### src/rtl/mem_bus_pkg.sv
// Shared widths, FSM state encoding and default stall limit for the 36-bit memory bus.
package mem_bus_pkg;

  localparam int unsigned AddrW      = 18;
  localparam int unsigned DataW      = 36;
  localparam int unsigned DefTimeout = 64;
  localparam int unsigned DefTw      = 7;

  typedef enum logic [2:0] {
    StIdle,
    StRd,
    StHold,
    StWr,
    StFin
  } state_e;

endpackage

### src/rtl/mem_stall_timer.sv
// Counts stalled bus cycles; expired is raised once the count reaches LIMIT-1.
module mem_stall_timer #(
  parameter int unsigned TW    = 7,
  parameter int unsigned LIMIT = 64
) (
  input  logic clk,
  input  logic reset,
  input  logic clr,
  input  logic en,
  output logic expired
);

  logic [TW-1:0] count;

  always_ff @(posedge clk or negedge reset) begin
    if (!reset) begin
      count <= '0;
    end else if (clr) begin
      count <= '0;
    end else if (en) begin
      count <= count + 1'b1;
    end
  end

  assign expired = (count == TW'(LIMIT - 1));

endmodule

### src/rtl/mem_master_36.sv
// Memory-bus initiator: turns read, write and read-modify-write requests into bus
// transfers, honouring waitrequest and aborting with NXM when a slave never answers.
module mem_master_36
  import mem_bus_pkg::*;
#(
  parameter int unsigned TIMEOUT = DefTimeout,
  parameter int unsigned TW      = DefTw
) (
  input  logic             clk,
  input  logic             reset,
  input  logic [AddrW-1:0] c_addr,
  input  logic             c_rd,
  input  logic             c_wr,
  input  logic [DataW-1:0] c_wrdata,
  input  logic             c_wrgo,
  output logic             c_busy,
  output logic [DataW-1:0] c_rddata,
  output logic             c_rdvalid,
  output logic             c_done,
  output logic             c_nxm,
  output logic [AddrW-1:0] m_address,
  output logic             m_read,
  output logic             m_write,
  output logic [DataW-1:0] m_writedata,
  input  logic [DataW-1:0] m_readdata,
  input  logic             m_waitrequest
);

  state_e state;
  logic   rmw;
  logic   nxm_flag;
  logic   timer_clr;
  logic   timer_en;
  logic   expired;

  always_comb begin
    timer_clr = ((state == StIdle) && (c_rd || c_wr)) || ((state == StHold) && c_wrgo);
    // Freeze at the limit so the abort edge still sees expired.
    timer_en  = ((state == StRd) || (state == StWr)) && m_waitrequest && !expired;
  end

  mem_stall_timer #(
    .TW    (TW),
    .LIMIT (TIMEOUT)
  ) u_timer (
    .clk     (clk),
    .reset   (reset),
    .clr     (timer_clr),
    .en      (timer_en),
    .expired (expired)
  );

  always_ff @(posedge clk or negedge reset) begin
    if (!reset) begin
      state       <= StIdle;
      rmw         <= 1'b0;
      nxm_flag    <= 1'b0;
      c_busy      <= 1'b0;
      c_rddata    <= '0;
      c_rdvalid   <= 1'b0;
      c_done      <= 1'b0;
      c_nxm       <= 1'b0;
      m_address   <= '0;
      m_read      <= 1'b0;
      m_write     <= 1'b0;
      m_writedata <= '0;
    end else begin
      c_rdvalid <= 1'b0;
      c_done    <= 1'b0;
      c_nxm     <= 1'b0;
      unique case (state)
        StIdle: begin
          if (c_rd || c_wr) begin
            m_address <= c_addr;
            c_busy    <= 1'b1;
            nxm_flag  <= 1'b0;
            rmw       <= c_rd && c_wr;
            if (c_rd) begin
              m_read <= 1'b1;
              state  <= StRd;
            end else begin
              m_writedata <= c_wrdata;
              m_write     <= 1'b1;
              state       <= StWr;
            end
          end
        end
        StRd: begin
          if (!m_waitrequest) begin
            c_rddata  <= m_readdata;
            c_rdvalid <= 1'b1;
            m_read    <= 1'b0;
            state     <= rmw ? StHold : StFin;
          end else if (expired) begin
            // Aborted RMW skips the write half entirely.
            m_read   <= 1'b0;
            nxm_flag <= 1'b1;
            state    <= StFin;
          end
        end
        StHold: begin
          if (c_wrgo) begin
            m_writedata <= c_wrdata;
            m_write     <= 1'b1;
            state       <= StWr;
          end
        end
        StWr: begin
          if (!m_waitrequest) begin
            m_write <= 1'b0;
            state   <= StFin;
          end else if (expired) begin
            m_write  <= 1'b0;
            nxm_flag <= 1'b1;
            state    <= StFin;
          end
        end
        StFin: begin
          c_done <= 1'b1;
          c_nxm  <= nxm_flag;
          c_busy <= 1'b0;
          state  <= StIdle;
        end
        default: state <= StIdle;
      endcase
    end
  end

endmodule

### config.mk
export PLATFORM = sky130hd
export DESIGN_NAME = mem_master_36
export DESIGN_NICKNAME = d
export VERILOG_FILES = /design/src/rtl/mem_bus_pkg.sv /design/src/rtl/mem_stall_timer.sv /design/src/rtl/mem_master_36.sv
export SDC_FILE = /design/constraint.sdc
export NUM_CORES = 1
export LEC_CHECK = 0
export ABC_AREA = 1
export CAP_MARGIN = 20
export CORE_ASPECT_RATIO = 1.2
export CORE_UTILIZATION = 40
export CTS_CLUSTER_SIZE = 10
export DETAILED_ROUTE_END_ITERATION = 7
export MAX_ROUTING_LAYER = met4
export PLACE_DENSITY = 0.75
export SETUP_SLACK_MARGIN = 0.4
export SLEW_MARGIN = 10
export SYNTH_ARGS = -nofsm -noshare
export SYNTH_HDL_FRONTEND = slang
export SYNTH_HIERARCHICAL = 1
export SYNTH_SLANG_ARGS = --single-unit
### constraint.sdc
create_clock -name clk -period 3.34 [get_ports clk]
set_input_delay 0.501 -clock clk [delete_from_list [all_inputs] [get_ports clk]]
set_output_delay 0.501 -clock clk [all_outputs]
set_load 0.01 [all_outputs]
# ---- Word-level counts from Yosys, hierarchy flattened
# Index checks and enable logic that the tools add are counted.
dict set report classes {
  n_addsub 1
  multipliers 0
  div_mod_pow 0
  n_lt_le_gt_ge 0
  eq_ne 13
  shifts 0
  mux 33
  bitwise_logic 1
  n_reduce_logical 25
}
# op count
set op_table {}
lappend op_table {{two-way mux 36 bit} 3}
lappend op_table {{one-hot mux 36 bit (2 select lines)} 1}
lappend op_table {{two-way mux 3 bit} 6}
lappend op_table {{two-way mux 1 bit} 15}
lappend op_table {{two-way mux 7 bit} 2}
lappend op_table {{one-hot mux 3 bit (4 select lines)} 1}
lappend op_table {{AND reduction 4 bit} 3}
lappend op_table {{nonzero test 2 bit} 5}
lappend op_table {{AND reduction 2 bit} 4}
lappend op_table {{adder 7 x 1 -> 7 bit, second input constant} 1}
lappend op_table {{equality test 7 x 6 -> 1 bit, second input constant} 1}
lappend op_table {{equality test 3 x 2 -> 1 bit, second input constant} 2}
lappend op_table {{!= test 2 x 1 -> 1 bit, second input constant} 3}
lappend op_table {{!= test 2 bit, second input constant} 3}
lappend op_table {{!= test 3 bit, second input constant} 2}
lappend op_table {{one-hot mux 1 bit (2 select lines)} 3}
lappend op_table {{logical AND 1 bit} 5}
lappend op_table {{AND reduction 5 bit} 1}
lappend op_table {{equality test 3 x 1 -> 1 bit, second input constant} 1}
lappend op_table {{equality test 3 bit, second input constant} 1}
lappend op_table {{zero test 3 bit} 1}
lappend op_table {{logical OR 1 bit} 3}
lappend op_table {{one-hot mux 1 bit (3 select lines)} 1}
lappend op_table {{nonzero test 3 bit} 1}
lappend op_table {{other kinds (4)} 4}
dict set report totals {
  ff_bits 108
  latch_bits 0
  ramBits 0
  rom_bits 0
  input_bits 96
  output_inout_bits 96
  word_cells 86
  n_memories 0
}

# ---- Logic depth before layout (Yosys ltp)
dict set report depth {
  ltp_word 6
  depth_mapped 12
  mapped_depth_nobuf 11
}

# ---- Modules after synthesis
# The synthesis kept the hierarchy.
# module n_inst cells_each area_per_inst_um2 seq_area_each_um2
set by_module_without_submodules {}
lappend by_module_without_submodules {mem_master_36 1 448 3972.6 2527.4}
lappend by_module_without_submodules {mem_stall_timer 1 47 374.1 175.2}

# ---- Least setup slack after synthesis
# Ideal clock, no wire load.
dict set report synth_timing {
  path_type {reg2reg}
  startpoint {register state[0]}
  endpoint {register u_timer.count[5]}
  setup_ns 0.120
  t_arrival_ns 1.535
  required_ns 3.220
  setup_slack_ns 1.686
  stages_incl_launch_ff 12
  path_buffers 1
  period_less_slack_ns 1.654
  cell_sequence {dfrtp_1 > nor2_4 > nand2_2 > a21oi_1 > inv_1 > buf_2 > nand2_1 > nor2_2 > nor2_2 > nand2_1 > nand2_1 > a21oi_2}
}
dict set report synth_via {
  word_cells_on_any_way 12
  cone_classes {eq/ne: 3; mux: 1; reduce/logical: 8}
}
# element line_no
set synth_rtl {}
lappend synth_rtl {{start, declared} mem_master_36.sv:29} ;# state_e state;
lappend synth_rtl {{start signal, assigned} mem_master_36.sv:55} ;# state <= StIdle;
lappend synth_rtl {{start signal, assigned} mem_master_36.sv:80} ;# state <= StRd;
lappend synth_rtl {{start signal, assigned} mem_master_36.sv:84} ;# state <= StWr;
lappend synth_rtl {{equality test 3 x 2 -> 1 bit or zero test 3 bit (tied branches)} mem_master_36.sv:37} ;# timer_clr = ((state == StIdle) && (c_rd || c_wr)) || ((state == StHold) && c_wrgo);
lappend synth_rtl {{logical AND 1 bit} mem_master_36.sv:37}
lappend synth_rtl {{logical OR 1 bit *} mem_master_36.sv:37}
lappend synth_rtl {{named net timer_clr} mem_master_36.sv:32} ;# logic timer_clr;
lappend synth_rtl {{two-way mux 7 bit or nonzero test 2 bit (tied branches)} --}
lappend synth_rtl {{end signal, assigned} mem_stall_timer.sv:21} ;# count <= count + 1'b1;
lappend synth_rtl {{end, declared} mem_stall_timer.sv:13} ;# logic [TW-1:0] count;
# The timed path passes the listed nets; every way through them passes the cells marked *.
# A chain may end at the register's enable or synchronous reset.

# ---- Final worst setup path
dict set report layout_timing {
  startpoint {input c_rd}
  endpoint {register u_timer.count[4]}
}
dict set report layout_via {
  elab_chain_cells 4
  word_cells_on_any_way 5
  cone_classes {mux: 1; reduce/logical: 4}
}
# element line_no
set layout_rtl {}
lappend layout_rtl {{start, declared} mem_master_36.sv:12} ;# input logic c_rd,
lappend layout_rtl {{logical OR 1 bit *} mem_master_36.sv:37}
lappend layout_rtl {{logical AND 1 bit *} mem_master_36.sv:37}
lappend layout_rtl {{logical OR 1 bit *} mem_master_36.sv:37}
lappend layout_rtl {{named net timer_clr} mem_master_36.sv:32}
lappend layout_rtl {{two-way mux 7 bit or nonzero test 2 bit (tied branches)} --}
# Marks and branches as above.

==> impl_metrics.ini <==
[worst_setup_path]
crit_type = input port to flip-flop
cp-end-kind = flip-flop
cp_cell_sequence = clkdlybuf4s50_1, inv_1, a21oi_1, inv_1, nand2_1, nor2_2, nor2_4, a21o_1, nand2_1, inv_1
r2r_start = state[1]$_DFFE_PN0P_
slowest_stage = clkdlybuf4s50_1
startpoint = c_rd
cp_top_family = buffers and inverters
cp_common_cell = inv_1
slowest_delay_ps = 460
arrival_ps = 2420
crit_buf_inv = 4
worstSetupStartpointType = input port
cp.required_ps = 3570
crit_path_max_fanout = 20

[sta]
rsz0062_at_grt = no
fin_setup_tns_ps = 0
final.min_clock_period_ps = 2190
slew_headroom_pct = 48.5
final-setup-viol-count = 0
drv_slew = 0
fmax_ghz = 0.456
period_share_pct = 65.6
skew_ps = 7.52
hold_violations = 0
tightest_slew_ps = 773

[grt]
grt_pass1_wl_mm = 17.1
antenna_found_initial = 0
gr-total-overflow = 0
grt_max_degree = 65
grt_pass1_vias = 3677
grt_usage_pct = 19.6

[final_layout]
syn_to_final_growth_pct = 51.9
nNetsFinal = 780
fin_area_um2 = 6600
antennaDiodeCount = 0
drive_above_1_share_pct = 4.67
final_core_util_pct = 62.5
fin_cells = 814

[synth]
seq_area_frac_synth_pct = 62.2
ys.warnings.count = 6
ys_ff_latch = 108
syn_nets = 592
synthCells = 495
syn-cell-area_um2 = 4350
yosysTopAreaCell = dfrtp_1
synth_top_area_share_pct = 62.2
synth_area_leaders = dfrtp_1, nand2_1, inv_1
yosysUniqueCellTypes = 26
synth.avg_cell_area_um2 = 8.78

[floorplanning]
start_util_pct = 41.1
rows = 41
top_level_ports = 192
core_um2 = 10600
die_y_um = 116
die_x_um = 97.2
fp.dieArea_um2 = 11300

[place]
post-dp-hpwl_mm = 7.77
portBuffers = 191
gp_congestion = 0.828
place_area_um2 = 6310
dpl.cell_count = 801

[clock_tree]
ctsRootBufferMaster = clkbuf_16
cts_sinks = 108
path_clk_slew_ps = 60
cts.repair.resized = 0
cts_setup_buffers = 0
htreeDepth = 3
clkLatencyLatePin_ps = 340
cts-buffers-inserted = 9
clockBufferDepth = 2
cts_tree = yes
holdBufCountCts = 0

[detailed_routing]
totalWireLength_mm = 10.6
drt_iter0_markers = 218
wl_per_cell_um = 13.0
antenna_left = 0
vias_per_cell = 4.62
drc = 0
drtPass1Iterations = 4
vias = 3763

[pwr]
power.leakage_nw = 3.30
power_density_nw_per_um2 = 900
total_power_mw = 5.94
peakVddDrop_v = 0.000469

[flow_run]
drv_cap = 0

[worst_hold_path]
worstHoldPathType = input port to async pin

[run_status]
run_status = finished clean
through the flow:
stage | hold slack, ps | worst slack [ps]
2_1_floorplan | 205 | 1690
3_3_place_gp | 453 | 879
3_5_place_dp | 458 | 770
4_1_cts | 269 | 1130
5_1_grt | 321 | 976
6_report | 251 | 1150
cell type report:
cell class | instances | area (um^2)
tap | 129 | 161
timing repair buffer | 194 | 1930
fill | 908 | 3960
inverter | 23 | 91.3
multi-input combinational | 347 | 1420
sequential | 108 | 2700
clock inverter | 3 | 65.1
clock buffer | 10 | 229
Yosys cell counts:
cell type  number
nand2_1       297
dfrtp_1       108
inv_1          20
nand3_1        10
buf_2           8
nor2_1          7
buf_6           6
nor2_2          4
o21ai_0         4
a21oi_1         3
buf_4           3
nand2_2         3
nor2_4          3
inv_4           2
nand2_4         2
nand4_1         2
nor3_1          2
nor4_1          2
o21ai_1         2
a21o_1          1
a21oi_2         1
ha_1            1
inv_2           1
nor3b_1         1
o22ai_1         1
o32ai_1         1
path summary, 6_finish.rpt:
| kind | to | slack (ps) | depth (start not counted) |
|---|---|---|---|
| hold reg to reg | m_writedata[34]$_DFFE_PN0P_ | 470 | 2 |
| min in group clk | m_writedata[34]$_DFFE_PN0P_ | 470 | 2 |
| max in group asynchronous | c_rddata[33]$_DFFE_PN0P_ | 2190 | 2 |
| setup reg to reg | u_timer/count[4]$_DFFE_PN0P_ | 1170 | 10 |
| hold / removal | m_address[11]$_DFFE_PN0P_ | 250 | 1 |
| setup / recovery | u_timer/count[4]$_DFFE_PN0P_ | 1150 | 10 |
placed cells by master, fill, tap and decap left out, types with 2 or more instances in the layout:
cell type / Yosys / routed
a21oi_1: 3 / 3
buf_4: 3 / 4
bufinv_16: 0 / 2
clkbuf_16: 0 / 9
clkdlybuf4s50_1: 0 / 190
dfrtp_1: 108 / 108
inv_1: 20 / 20
inv_4: 2 / 2
nand2_1: 297 / 297
nand2_2: 3 / 3
nand2_4: 2 / 2
nand3_1: 10 / 10
nand4_1: 2 / 2
nor2_1: 7 / 7
nor2_2: 4 / 4
nor2_4: 3 / 3
nor3_1: 2 / 2
nor4_1: 2 / 2
o21ai_0: 4 / 4
o21ai_1: 2 / 2
power breakdown:
part / internal (mW) / switching (mW) / leakage [nW] / total, mW
Clock: 0.643 / 0.426 / 0.144 / 1.07
Sequential: 1.89 / 0.337 / 1.36 / 2.22
Combinational: 1.34 / 1.31 / 1.80 / 2.65
Total: 3.87 / 2.07 / 3.30 / 5.94
layer usage:
layer / track usage (%) / vias up / part of all wire [%]
li1: - / 1874 / -
met3: 4.85 / 20 / 6.0
met1: 22.8 / 1736 / 42
met4: 8.46 / 0 / 2.1
met2: 32.4 / 133 / 50
met5: - / - / 0
state kept, by name, indices dropped and copies added (netlist names):
signal / cells
c_busy: 1
c_done: 1
c_nxm: 1
c_rddata: 36
c_rdvalid: 1
m_address: 18
m_read: 1
m_write: 1
m_writedata: 36
nxm_flag: 1
rmw: 1
state: 3
u_timer/count: 7
kinds of logic (layout without fill, tap and decap cells):
group / Yosys count / after routing / share of synthesized area [%]
AND/OR/NAND/NOR: 333 / 333 / 30.7
flip-flops: 108 / 108 / 62.2
buffers and inverters: 40 / 230 / 5.09
AO/OA/AOI/OAI: 13 / 13 / 1.76
adder cells (fa/ha/maj): 1 / 1 / 0.288
(Power assumes the default switching activity.)
